[src/rtl/ccff_chain_loader.sv]
// -----------------------------------------------------------------------------
// ccff_chain_loader
//
// Configuration controller for the fabric's configuration flip-flop (ccff)
// scan chain. Bitstream words arrive over a valid/ready stream and are shifted
// serially, LSB first, into the chain head. The chain's capture enable is held
// high for exactly CHAIN_LEN cycles per load, after which completion is
// reported.
//
// Parameters
//   CHAIN_LEN   total ccff bits in the chain (>= 1)
//   WORD_W      bitstream word width (>= 1); bits of the last word beyond
//               CHAIN_LEN are dropped
//
// Ports
//   clk          in   rising-edge clock for all state
//   rst_n        in   asynchronous active-low reset
//   start        in   begin a load; only honoured in IDLE or DONE
//   abort        in   synchronous abort, overrides everything but reset
//   cfg_valid    in   bitstream word valid
//   cfg_data     in   bitstream word, bit 0 shifted first
//   ccff_tail    in   chain tail (readback build only)
//   cfg_ready    out  word accepted on cfg_valid & cfg_ready
//   ccff_head    out  serial bit into the chain head
//   prog_clk_en  out  chain captures ccff_head on every edge where this is 1
//   busy         out  load in progress (LOAD/SHIFT/VERIFY)
//   done         out  level, high in DONE until the next start
//   aborted      out  sticky abort flag, cleared by the next accepted start
//   rb_mismatch  out  readback parity mismatch (readback build only)
//
// Build option
//   CCFF_READBACK_EN  adds a VERIFY pass that recirculates the chain once
//                     through ccff_tail -> ccff_head and compares the parity
//                     of what came out of the tail with what was loaded.
// -----------------------------------------------------------------------------
module ccff_chain_loader #(
  parameter int CHAIN_LEN = 64,
  parameter int WORD_W    = 8
) (
  input  logic              clk,
  input  logic              rst_n,
  input  logic              start,
  input  logic              abort,
  input  logic              cfg_valid,
  input  logic [WORD_W-1:0] cfg_data,
`ifdef CCFF_READBACK_EN
  input  logic              ccff_tail,
`endif
  output logic              cfg_ready,
  output logic              ccff_head,
  output logic              prog_clk_en,
  output logic              busy,
  output logic              done,
  output logic              aborted
`ifdef CCFF_READBACK_EN
  ,
  output logic              rb_mismatch
`endif
);

  localparam int CNT_W = $clog2(CHAIN_LEN + 1);
  localparam int IDX_W = $clog2(WORD_W + 1);

  localparam logic [CNT_W-1:0] LAST_BIT = CNT_W'(CHAIN_LEN - 1);
  localparam logic [CNT_W-1:0] CNT_ONE  = CNT_W'(1);
  localparam logic [CNT_W-1:0] CNT_ZERO = CNT_W'(0);
  localparam logic [IDX_W-1:0] LAST_IDX = IDX_W'(WORD_W - 1);
  localparam logic [IDX_W-1:0] IDX_ONE  = IDX_W'(1);
  localparam logic [IDX_W-1:0] IDX_ZERO = IDX_W'(0);

  localparam logic [2:0] ST_IDLE   = 3'd0;
  localparam logic [2:0] ST_LOAD   = 3'd1;
  localparam logic [2:0] ST_SHIFT  = 3'd2;
  localparam logic [2:0] ST_DONE   = 3'd3;
  localparam logic [2:0] ST_VERIFY = 3'd4;

  logic [2:0]        state_q,    state_d;
  logic [CNT_W-1:0]  bit_cnt_q,  bit_cnt_d;
  logic [IDX_W-1:0]  word_idx_q, word_idx_d;
  logic [WORD_W-1:0] sreg_q,     sreg_d;
  logic              ccff_head_q, ccff_head_d;
  logic              aborted_q,  aborted_d;
  logic              handshake;
`ifdef CCFF_READBACK_EN
  logic              load_par_q, load_par_d;
  logic              tail_par_q, tail_par_d;
  logic              rb_mismatch_q, rb_mismatch_d;
`endif

  // Stream handshake; abort suppresses acceptance in the same cycle.
  always_comb begin
    cfg_ready = (state_q == ST_LOAD) && !abort;
    handshake = cfg_ready && cfg_valid;
  end

  // Next-state, counters, shift register and sticky flags.
  always_comb begin
    state_d     = state_q;
    bit_cnt_d   = bit_cnt_q;
    word_idx_d  = word_idx_q;
    sreg_d      = sreg_q;
    aborted_d   = aborted_q;
`ifdef CCFF_READBACK_EN
    load_par_d    = load_par_q;
    tail_par_d    = tail_par_q;
    rb_mismatch_d = rb_mismatch_q;
`endif
    if (abort) begin
      state_d   = ST_IDLE;
      aborted_d = 1'b1;
    end else begin
      case (state_q)
        ST_IDLE, ST_DONE: begin
          if (start) begin
            state_d    = ST_LOAD;
            bit_cnt_d  = CNT_ZERO;
            word_idx_d = IDX_ZERO;
            sreg_d     = '0;
            aborted_d  = 1'b0;
`ifdef CCFF_READBACK_EN
            load_par_d    = 1'b0;
            tail_par_d    = 1'b0;
            rb_mismatch_d = 1'b0;
`endif
          end else begin
            state_d = state_q;
          end
        end
        ST_LOAD: begin
          // No timeout: LOAD waits for the source indefinitely.
          if (handshake) begin
            sreg_d     = cfg_data;
            word_idx_d = IDX_ZERO;
            state_d    = ST_SHIFT;
          end else begin
            state_d = ST_LOAD;
          end
        end
        ST_SHIFT: begin
          sreg_d     = sreg_q >> 1;
          word_idx_d = word_idx_q + IDX_ONE;
          bit_cnt_d  = bit_cnt_q + CNT_ONE;
`ifdef CCFF_READBACK_EN
          load_par_d = load_par_q ^ sreg_q[0];
`endif
          // The chain-length test wins, so surplus bits of the final word
          // are never shifted out.
          if (bit_cnt_q == LAST_BIT) begin
`ifdef CCFF_READBACK_EN
            state_d   = ST_VERIFY;
            bit_cnt_d = CNT_ZERO;
`else
            state_d   = ST_DONE;
`endif
          end else if (word_idx_q == LAST_IDX) begin
            state_d = ST_LOAD;
          end else begin
            state_d = ST_SHIFT;
          end
        end
`ifdef CCFF_READBACK_EN
        ST_VERIFY: begin
          bit_cnt_d  = bit_cnt_q + CNT_ONE;
          tail_par_d = tail_par_q ^ ccff_tail;
          if (bit_cnt_q == LAST_BIT) begin
            // Fold in the final tail bit being seen this cycle.
            rb_mismatch_d = (tail_par_q ^ ccff_tail) != load_par_q;
            state_d       = ST_DONE;
          end else begin
            state_d = ST_VERIFY;
          end
        end
`endif
        default: begin
          state_d = ST_IDLE;
        end
      endcase
    end
    // Head register tracks the bit that sreg will present next cycle, so the
    // first SHIFT cycle already drives bit 0 of the accepted word.
    ccff_head_d = sreg_d[0];
  end

  // State and datapath registers.
  always_ff @(posedge clk or negedge rst_n) begin
    if (!rst_n) begin
      state_q     <= ST_IDLE;
      bit_cnt_q   <= CNT_ZERO;
      word_idx_q  <= IDX_ZERO;
      sreg_q      <= '0;
      ccff_head_q <= 1'b0;
      aborted_q   <= 1'b0;
`ifdef CCFF_READBACK_EN
      load_par_q    <= 1'b0;
      tail_par_q    <= 1'b0;
      rb_mismatch_q <= 1'b0;
`endif
    end else begin
      state_q     <= state_d;
      bit_cnt_q   <= bit_cnt_d;
      word_idx_q  <= word_idx_d;
      sreg_q      <= sreg_d;
      ccff_head_q <= ccff_head_d;
      aborted_q   <= aborted_d;
`ifdef CCFF_READBACK_EN
      load_par_q    <= load_par_d;
      tail_par_q    <= tail_par_d;
      rb_mismatch_q <= rb_mismatch_d;
`endif
    end
  end

  // Status and chain-control decodes of the current state.
  always_comb begin
    prog_clk_en = 1'b0;
    busy        = 1'b0;
    done        = 1'b0;
    case (state_q)
      ST_LOAD: begin
        busy = 1'b1;
      end
      ST_SHIFT: begin
        busy        = 1'b1;
        prog_clk_en = 1'b1;
      end
      ST_DONE: begin
        done = 1'b1;
      end
`ifdef CCFF_READBACK_EN
      ST_VERIFY: begin
        busy        = 1'b1;
        prog_clk_en = 1'b1;
      end
`endif
      default: begin
        prog_clk_en = 1'b0;
      end
    endcase
    aborted = aborted_q;
  end

`ifdef CCFF_READBACK_EN
  // During VERIFY the tail is fed straight back to the head: a registered
  // path would add a stage to the loop and rotate the contents by one.
  always_comb begin
    if (state_q == ST_VERIFY) begin
      ccff_head = ccff_tail;
    end else begin
      ccff_head = ccff_head_q;
    end
    rb_mismatch = rb_mismatch_q;
  end
`else
  // Head bit comes straight from its register.
  always_comb begin
    ccff_head = ccff_head_q;
  end
`endif

endmodule
[config.mk]
export PLATFORM = sky130hd
export DESIGN_NAME = ccff_chain_loader
export DESIGN_NICKNAME = d
export VERILOG_FILES = /design/src/rtl/ccff_chain_loader.sv
export SDC_FILE = /design/constraint.sdc
export NUM_CORES = 1
export LEC_CHECK = 0
export ABC_AREA = 1
export BUFFER_PORTS_ARGS = -buffer_cell sky130_fd_sc_hd__buf_2
export CORE_ASPECT_RATIO = 1.1
export CORE_MARGIN = 3
export CORE_UTILIZATION = 54
export DETAILED_ROUTE_END_ITERATION = 6
export GPL_ROUTABILITY_DRIVEN = 0
export GPL_TIMING_DRIVEN = 0
export PLACE_DENSITY = 0.87
export REMOVE_ABC_BUFFERS = 1
export SYNTH_ARGS = -nofsm -noshare
export SYNTH_HDL_FRONTEND = slang
export SYNTH_SLANG_ARGS = --single-unit
[constraint.sdc]
create_clock -name clk -period 2 [get_ports clk]
set_clock_uncertainty 0.1 [all_clocks]
set_input_delay 0.4 -clock clk [delete_from_list [all_inputs] [get_ports clk]]
set_output_delay 0.4 -clock clk [all_outputs]
set_load 0.05 [all_outputs]
==> results of run 1 <==
[worst max-delay path, stage by stage, from the launching register on]
cell and delay (ns):
sky130_fd_sc_hd__dfrtp_1 0.46, sky130_fd_sc_hd__inv_2 0.10, sky130_fd_sc_hd__ha_4 0.19, sky130_fd_sc_hd__inv_2 0.07, sky130_fd_sc_hd__nor2_2 0.12, sky130_fd_sc_hd__buf_6 0.18
[flip-flops by register name, indices dropped and copies added, names as in the netlist]
register,flops
sreg_q,8
bit_cnt_q,7
word_idx_q,4
state_q,2
aborted,1
[cell usage in the layout, fill, tap and decap left out, drive strengths merged]
cell / instances
ha: 6
nand3: 14
nand2: 41
xor2: 1
inv: 21
mux2i: 1
nor3: 2
or2: 1
xnor2: 1
a21oi: 4
dlygate4sd3: 1
nor2: 15
o21ai: 23
nand4: 2
clkbuf: 6
buf: 16
dfrtp: 22
o21a: 1
[final timing paths]
path / startpoint / to / slack [ns] / cells past startpoint
min reg2reg: aborted / aborted / 0.41 / 2
max: state_q[1] / cfg_ready / 0.07 / 5
max reg2reg: state_q[0] / word_idx_q[3] / 0.10 / 7
min in group asynchronous: rst_n / bit_cnt_q[4] / 0.46 / 2
min: cfg_data[7] / sreg_q[7] / 0.23 / 3
max in group asynchronous: rst_n / state_q[0] / 0.98 / 2
[per-stage QoR]
step           instances  total power [uW]  worst slack (ns)    TNS, ns  util (%)
2_1_floorplan        155             795.3         -0.004441  -0.004441         -
3_3_place_gp         201             872.0            0.1244          0     65.29
3_5_place_dp         201             885.1          0.004626          0     65.29
4_1_cts              206              1144          -0.04672   -0.04672     67.82
5_1_grt              206              1230         -0.004099  -0.004099     69.35
6_report             206              1162           0.06545          0     69.35
[final cells by class]
type                            count  area share [%]
Clock buffer                        4           2.460
Inverter                           21           5.344
Multi-Input combinational cell    112           44.87
Sequential cell                    22           37.40
Tap cell                           28           2.375
Timing Repair Buffer               19           7.549
[timing repair]
action | in CTS | in global routing
pin swaps | 0 | 1
hold buffers | 1 | 0
gates resized for setup | 3 | 8
hold endpoints to repair | 22 | 0
setup endpoints to repair | 4 | 4
[power by group]
part | leakage [uW] | internal [uW] | switching (uW)
Combinational | 0.000397 | 126 | 253
Sequential | 0.000297 | 491 | 37.8
Clock | 0.0000210 | 111 | 143
[logic make-up (layout without fill, tap and decap cells)]
| family | after synthesis | in the layout |
|---|---|---|
| adders and majority gates | 6 | 6 |
| and+or+nand+nor | 75 | 75 |
| DFF | 22 | 22 |
| muxes | 1 | 1 |
| AOI/OAI and AO/OA | 28 | 28 |
| buffers and inverters | 24 | 44 |
| xor gates and xnor gates | 2 | 2 |
[layer usage]
| layer | vias to the layer above | share of wire, % | track usage [%] |
|---|---|---|---|
| li1 | 546 | - | - |
| met1 | 497 | 44 | 21.92 |
| met2 | 18 | 52 | 31.74 |
| met3 | 5 | 2.6 | 1.567 |
| met4 | 0 | 1.4 | 6.569 |
| met5 | - | 0 | 0 |
==> results.txt, run 1 <==
The worst setup path is captured at an output pin. Entering global routing, the biggest net connects 23 pins. After detailed routing, the average wire length per cell comes to 12.30 microns. The post-placement cell area was 0.001389 sq mm; the arrival time of data at the critical path endpoint was 1.43 ns. The share of the synthesized netlist area taken by xor and xnor gates is 1.358%. The tools report the via count of the first global-routing pass as 1016. In this run the remaining antenna-violating nets after routing total 0. By area, the combinational part of the netlist is dominated by simple AND/OR/NAND/NOR gates. Number of distinct library cells after synthesis: 24.

The die covers 0.003012 sq mm. A synthesized cell averages 8.164 sq um. In the final layout, flip-flops and latches occupy 551.8 sq um.

The tightest min-delay check is of the primary input to flop type. The run gives 0.0007154 uW as the leakage component of the power. The final layout contains 198 nets. Relative to the synthesized area, the layout overhead comes to 14.35%. Of all cell types, the one taking the most synthesized area is sky130_fd_sc_hd__dfrtp_1. During synthesis, Yosys emitted a total of 0 warnings.

For this run, the top clock speed supported by timing is 0.5169 GHz. Counting every instance in the synthesized netlist gives 158. At the worst endpoint, the required time is 1.50 ns.

The HPWL after detailed placement is 1855 microns, and the area of combinational cells with multiple inputs is 661.9 sq um. In the synthesized netlist the dominant register cell turns out to be sky130_fd_sc_hd__dfrtp_1. The tools report the number of design-rule violations left by the first detailed-router iteration as 15. Buffers added to address setup during post-CTS repair amount to 0. The worst-margin pin slew works out to 0.4957 ns.

The run gives 2533 microns as the routed wire length. The adder-cell share of the synthesized area was 5.820%; the total power per unit cell area was 787.6 mW/mm^2. For this run, the total global-route usage over all layers was measured as 17.83%. The number of hold-slack violations in the final timing report was 0.

Measured against the total synthesized area, the mux share comes to 1.746%. The first global-routing pass estimated 4140 microns of wire. Once the floorplan was initialized, standard cells occupied 60.65% of the core. Total via count in the routed design: 1066. The peak ir drop on the vdd network came out at 655.3 uV.

TritonCTS built the clock tree. In this run the vertical extent of the chip is 57.26 microns. After synthesis, the most frequently instantiated cells are sky130_fd_sc_hd__nand2_1, sky130_fd_sc_hd__dfrtp_1, sky130_fd_sc_hd__inv_1, sky130_fd_sc_hd__o21ai_0, sky130_fd_sc_hd__nand3_1. Using the TritonRoute via totals, the vias-per-cell ratio works out to 5.175. The share of the synthesized area in compound gates (AO/OA/AOI/OAI) was 13.97%. The worst setup path is launched from a flop.

After Yosys synthesis, and, or, nand and nor cells account for 26.29% of the synthesized area. The count of pins on the block boundary is 19, and the count of flip-flops with a built-in enable after synthesis is 0. For the worst-skew pair, the clock arrives at the later sink with an insertion delay of 0.32 ns. The filler cells instantiated in the layout total 168.

Input and output buffers added on the ports amount to 18. The final critical path takes up 96.73% of the cycle. After synthesis the netlist holds a flip-flop and latch count of 22.

For the max-slew violation total from the final report, the log shows 0. The tools report the total CTS buffers as 3. The run gives 0 as the max-capacitance violation count. Subtracting the final worst setup slack from the clock period gives 1.935 ns. The number of H-tree branching levels is 1. After synthesis, the cell types taking the most area are sky130_fd_sc_hd__dfrtp_1, sky130_fd_sc_hd__nand2_1, sky130_fd_sc_hd__o21ai_0. The area share of the largest cell type after synthesis came out at 42.68%. The path type of the worst setup path is flop to output pin. The fraction of synthesis flops using an asynchronous set or reset pin was 100.0%; the share of layout cells above drive strength 1 was 25.84%.

The run finished with clean final reports. The tightest hold path in the finished design has a slack of 0.2327 ns. The finished cells cover 0.001475 sq mm. The most common cell in the synthesized netlist is sky130_fd_sc_hd__nand2_1.

Measured against its own limit, the worst slew margin works out to 66.96%. The horizontal die dimension was 52.60 microns; the total iterations of the first detailed-routing run was 4. Number of antenna violations at the first check in global routing: 0. The cell at the root of the clock tree was sky130_fd_sc_hd__clkbuf_4. After floorplanning, the core was divided into 17 placement rows. The highest fanout seen on the critical path was 9. The run gives 0 as the antenna diode count. For this design, the sink count on the clock tree is 22. Global routing finished with a remaining overflow of 0. The core region is 0.002127 sq mm. In the routed design, unresolved DRC markers number 0. The logs give 0.001290 sq mm for the netlist area before placement and 2 for the number of buffers between clock root and the deepest sink. The sequential area share after synthesis came out at 42.68%. Clock-pin slew was measured on the worst setup and hold paths at 0.13 ns. The final setup violation count came out at 0.
Note: power is estimated with default switching activity, not from simulation.
==> run 2: changes to the inputs <==
--- a/config.mk
+++ b/config.mk
@@ -7,7 +7,7 @@
 export LEC_CHECK = 0
 export ABC_AREA = 1
 export BUFFER_PORTS_ARGS = -buffer_cell sky130_fd_sc_hd__buf_2
-export CORE_ASPECT_RATIO = 1.1
+export CORE_ASPECT_RATIO = 0.6
 export CORE_MARGIN = 3
 export CORE_UTILIZATION = 54
 export DETAILED_ROUTE_END_ITERATION = 6
==> constraint.sdc (replaced) <==
create_clock -name clk -period 1.9 [get_ports clk]
set_clock_uncertainty 0.1 [all_clocks]
set_input_delay 0.38 -clock clk [delete_from_list [all_inputs] [get_ports clk]]
set_output_delay 0.38 -clock clk [all_outputs]
set_load 0.05 [all_outputs]
==> results.txt, run 2 (synthesized netlist as in run 1, its figures left out) <==
The layout overhead on the synthesized area came out at 18.33%. The logs give 2004 microns for the HPWL after detailed placement and 1.42 ns for the required arrival time at the worst endpoint. For this run, design rule violations remaining after detail routing come to 0.

Sort of element at the start of the critical path: a flop. The total CTS buffers was 3. Global routing consumed, on the met1 layer, 23.07% of the routing resources. The number of hold-slack violations in the final timing report is 0, and the leakage component of the power is 0.0007385 uW. Counting both buffers and inverters, the worst setup path holds a total of 3. Clock-pin slew was measured on the worst setup and hold paths at 0.07 ns.

For the via count of the first global-routing pass, the log shows 996. The number of antenna violations at the first check in global routing is 0. CTS saw 22 sinks. Dividing the final minimum period by the clock period gives 94.13%. The tool flagged a number of max-cap violations equal to 0.

The largest single stage delay on the critical path is 0.44 ns. The tools report the floorplan die area as 0.003031 sq mm. The final layout contains routed wiring with a total length of 2805 microns.

The worst setup path is captured at an output pin. At the pin with the least slew margin, the transition time is 0.5053 ns. In the global route stage, met3 resource usage came out at 5.787%. The tools report the cell at the root of the clock tree as sky130_fd_sc_hd__clkbuf_8. The initial utilization of the core area, before any placement, comes to 58.31%. The run gives 19 as the count of pins on the block boundary. In the routed layout, each cell is associated on average with a via count of 5.341. Power spread over the standard cell area amounts to 845.4 mW/mm^2. The flip-flop count of the largest register after layout was 8. STA puts the critical path data arrival time at 1.31 ns. The critical path's slowest cell was sky130_fd_sc_hd__dfrtp_2. The core region is 0.002212 sq mm. The die span in y is 43.86 microns.

The register with the most flip-flops was sreg_q. The final setup violation count is 0. The horizontal die dimension was 69.10 microns. IR analysis of the VDD net gives a maximum drop of 426.5 uV. The flow ran to the end, and the final reports show no timing, DRC or antenna violations. Before antenna repair, the detailed router went through 4 iterations. For the overall track demand over capacity in global routing, the log shows 18.98%. Setup repair after global routing left no endpoint under its margin.

The instance count after placement with tap cells included was 203. The largest registers in the layout are sreg_q x8, bit_cnt_q x7, word_idx_q x4. Walking the worst path, the cells encountered are inv_1, ha_4, inv_2, nor2_2, buf_6.

The path type of the worst setup path is flop to output pin. The logs give 0.26 ns for the source-to-sink clock delay at the later pin of the worst-skew pair and 1290 uW for the power consumption. For the total via count in the routed design, the log shows 1127.

Setup slack on the critical path of the routed design comes to 0.1115 ns. The kind of cell with the highest combined delay along the critical path is flip-flops. The run gives 23 as the pin count of the biggest net entering global routing. The tools report the final cell count without fillers as 211. Of all nets on the critical path, the largest fanout is 4. The share of layout cells above drive strength 1 is 27.07%, and the number of port buffers is 18. The routed design could run at a clock period as short as 1.789 ns. TritonCTS built the clock tree. Cells fill 69.00% of the core in the end. The worst hold path class was primary input to flop. After detailed routing, the average wire length per cell comes to 13.29 microns.

The number of H-tree branching levels is 1, and the max-slew violation total from the final report is 0. The most frequent standard cell in the layout excluding fill and tap cells is sky130_fd_sc_hd__nand2_1. The aggregate negative setup slack was 0 ns; the antenna violation net count after detailed routing was 0. For the worst setup slack after placement, the log shows -0.07089 ns. The tools report the number of nets in the final layout as 202. The run gives 66.32% as the worst slew slack as a fraction of its limit. The overflow left after global routing came out at 0. The detailed router finished its first iteration with 58 violations. The first global-routing pass estimated 4464 microns of wire. Met2 routing resource usage after global routing: 34.28%. The top cell types in the final layout, fill and taps aside, are sky130_fd_sc_hd__nand2_1, sky130_fd_sc_hd__dfrtp_1, sky130_fd_sc_hd__inv_1, sky130_fd_sc_hd__o21ai_0, sky130_fd_sc_hd__buf_2. The most used routing layer in global routing is met2.

The number of core rows was 13; the maximum operating frequency was 0.5591 GHz. The repair_antennas step left the layout with diodes totalling 0. The number of buffers between clock root and the deepest sink came out at 2.
-- run 2: power breakdown --
group	switching, uW	internal, uW
Sequential	42.6	517
Clock	144	141
Combinational	284	161
Total	471	820
-- run 2: final timing paths --
kind                                 to  slack, ns   startpoint  cells past startpoint
max reg2reg                bit_cnt_q[0]       0.23   state_q[0]                      7
max in group asynchronous    state_q[0]       0.81        rst_n                      2
min reg2reg                     aborted       0.41      aborted                      2
min                           sreg_q[7]       0.26  cfg_data[7]                      3
min in group asynchronous  bit_cnt_q[5]       0.51        rst_n                      2
max                           cfg_ready       0.11   state_q[1]                      5
-- run 2: stage by stage --
step	hold WS, ns	instance area [sq um]
finish	0.2640	1526
global route	0.2788	1526
CTS	0.2608	1490
detailed placement	0.2727	1391
global placement	0.2636	1391
floorplan	-0.01559	1264
-- run 2: repair_timing --
| item | in CTS | in global routing |
|---|---|---|
| pin swaps | 1 | 0 |
| setup endpoints to repair | 5 | 3 |
| hold endpoints to repair | 22 | 0 |
| resized for setup | 5 | 6 |
| hold buffers | 1 | 0 |
| setup buffers | 2 | 2 |
-- run 2: final cells by class --
type / instances / area [sq um]
multi-input combinational: 112 / 661.9
tap: 30 / 37.54
inverter: 21 / 78.83
fill: 188 / 685.7
clock buffer: 3 / 41.29
sequential: 22 / 553.0
timing repair buffer: 23 / 153.9
-- run 2: worst min-delay path: stages --
cell                      delay (ns)
sky130_fd_sc_hd__buf_2          0.08
sky130_fd_sc_hd__nand3_1        0.08
sky130_fd_sc_hd__o21ai_2        0.05
-- run 2: metal layers --
layer,wire [microns],vias to the layer above
met5,0,-
met4,13,0
met3,154,2
met2,1340,38
met1,1298,534
li1,-,553
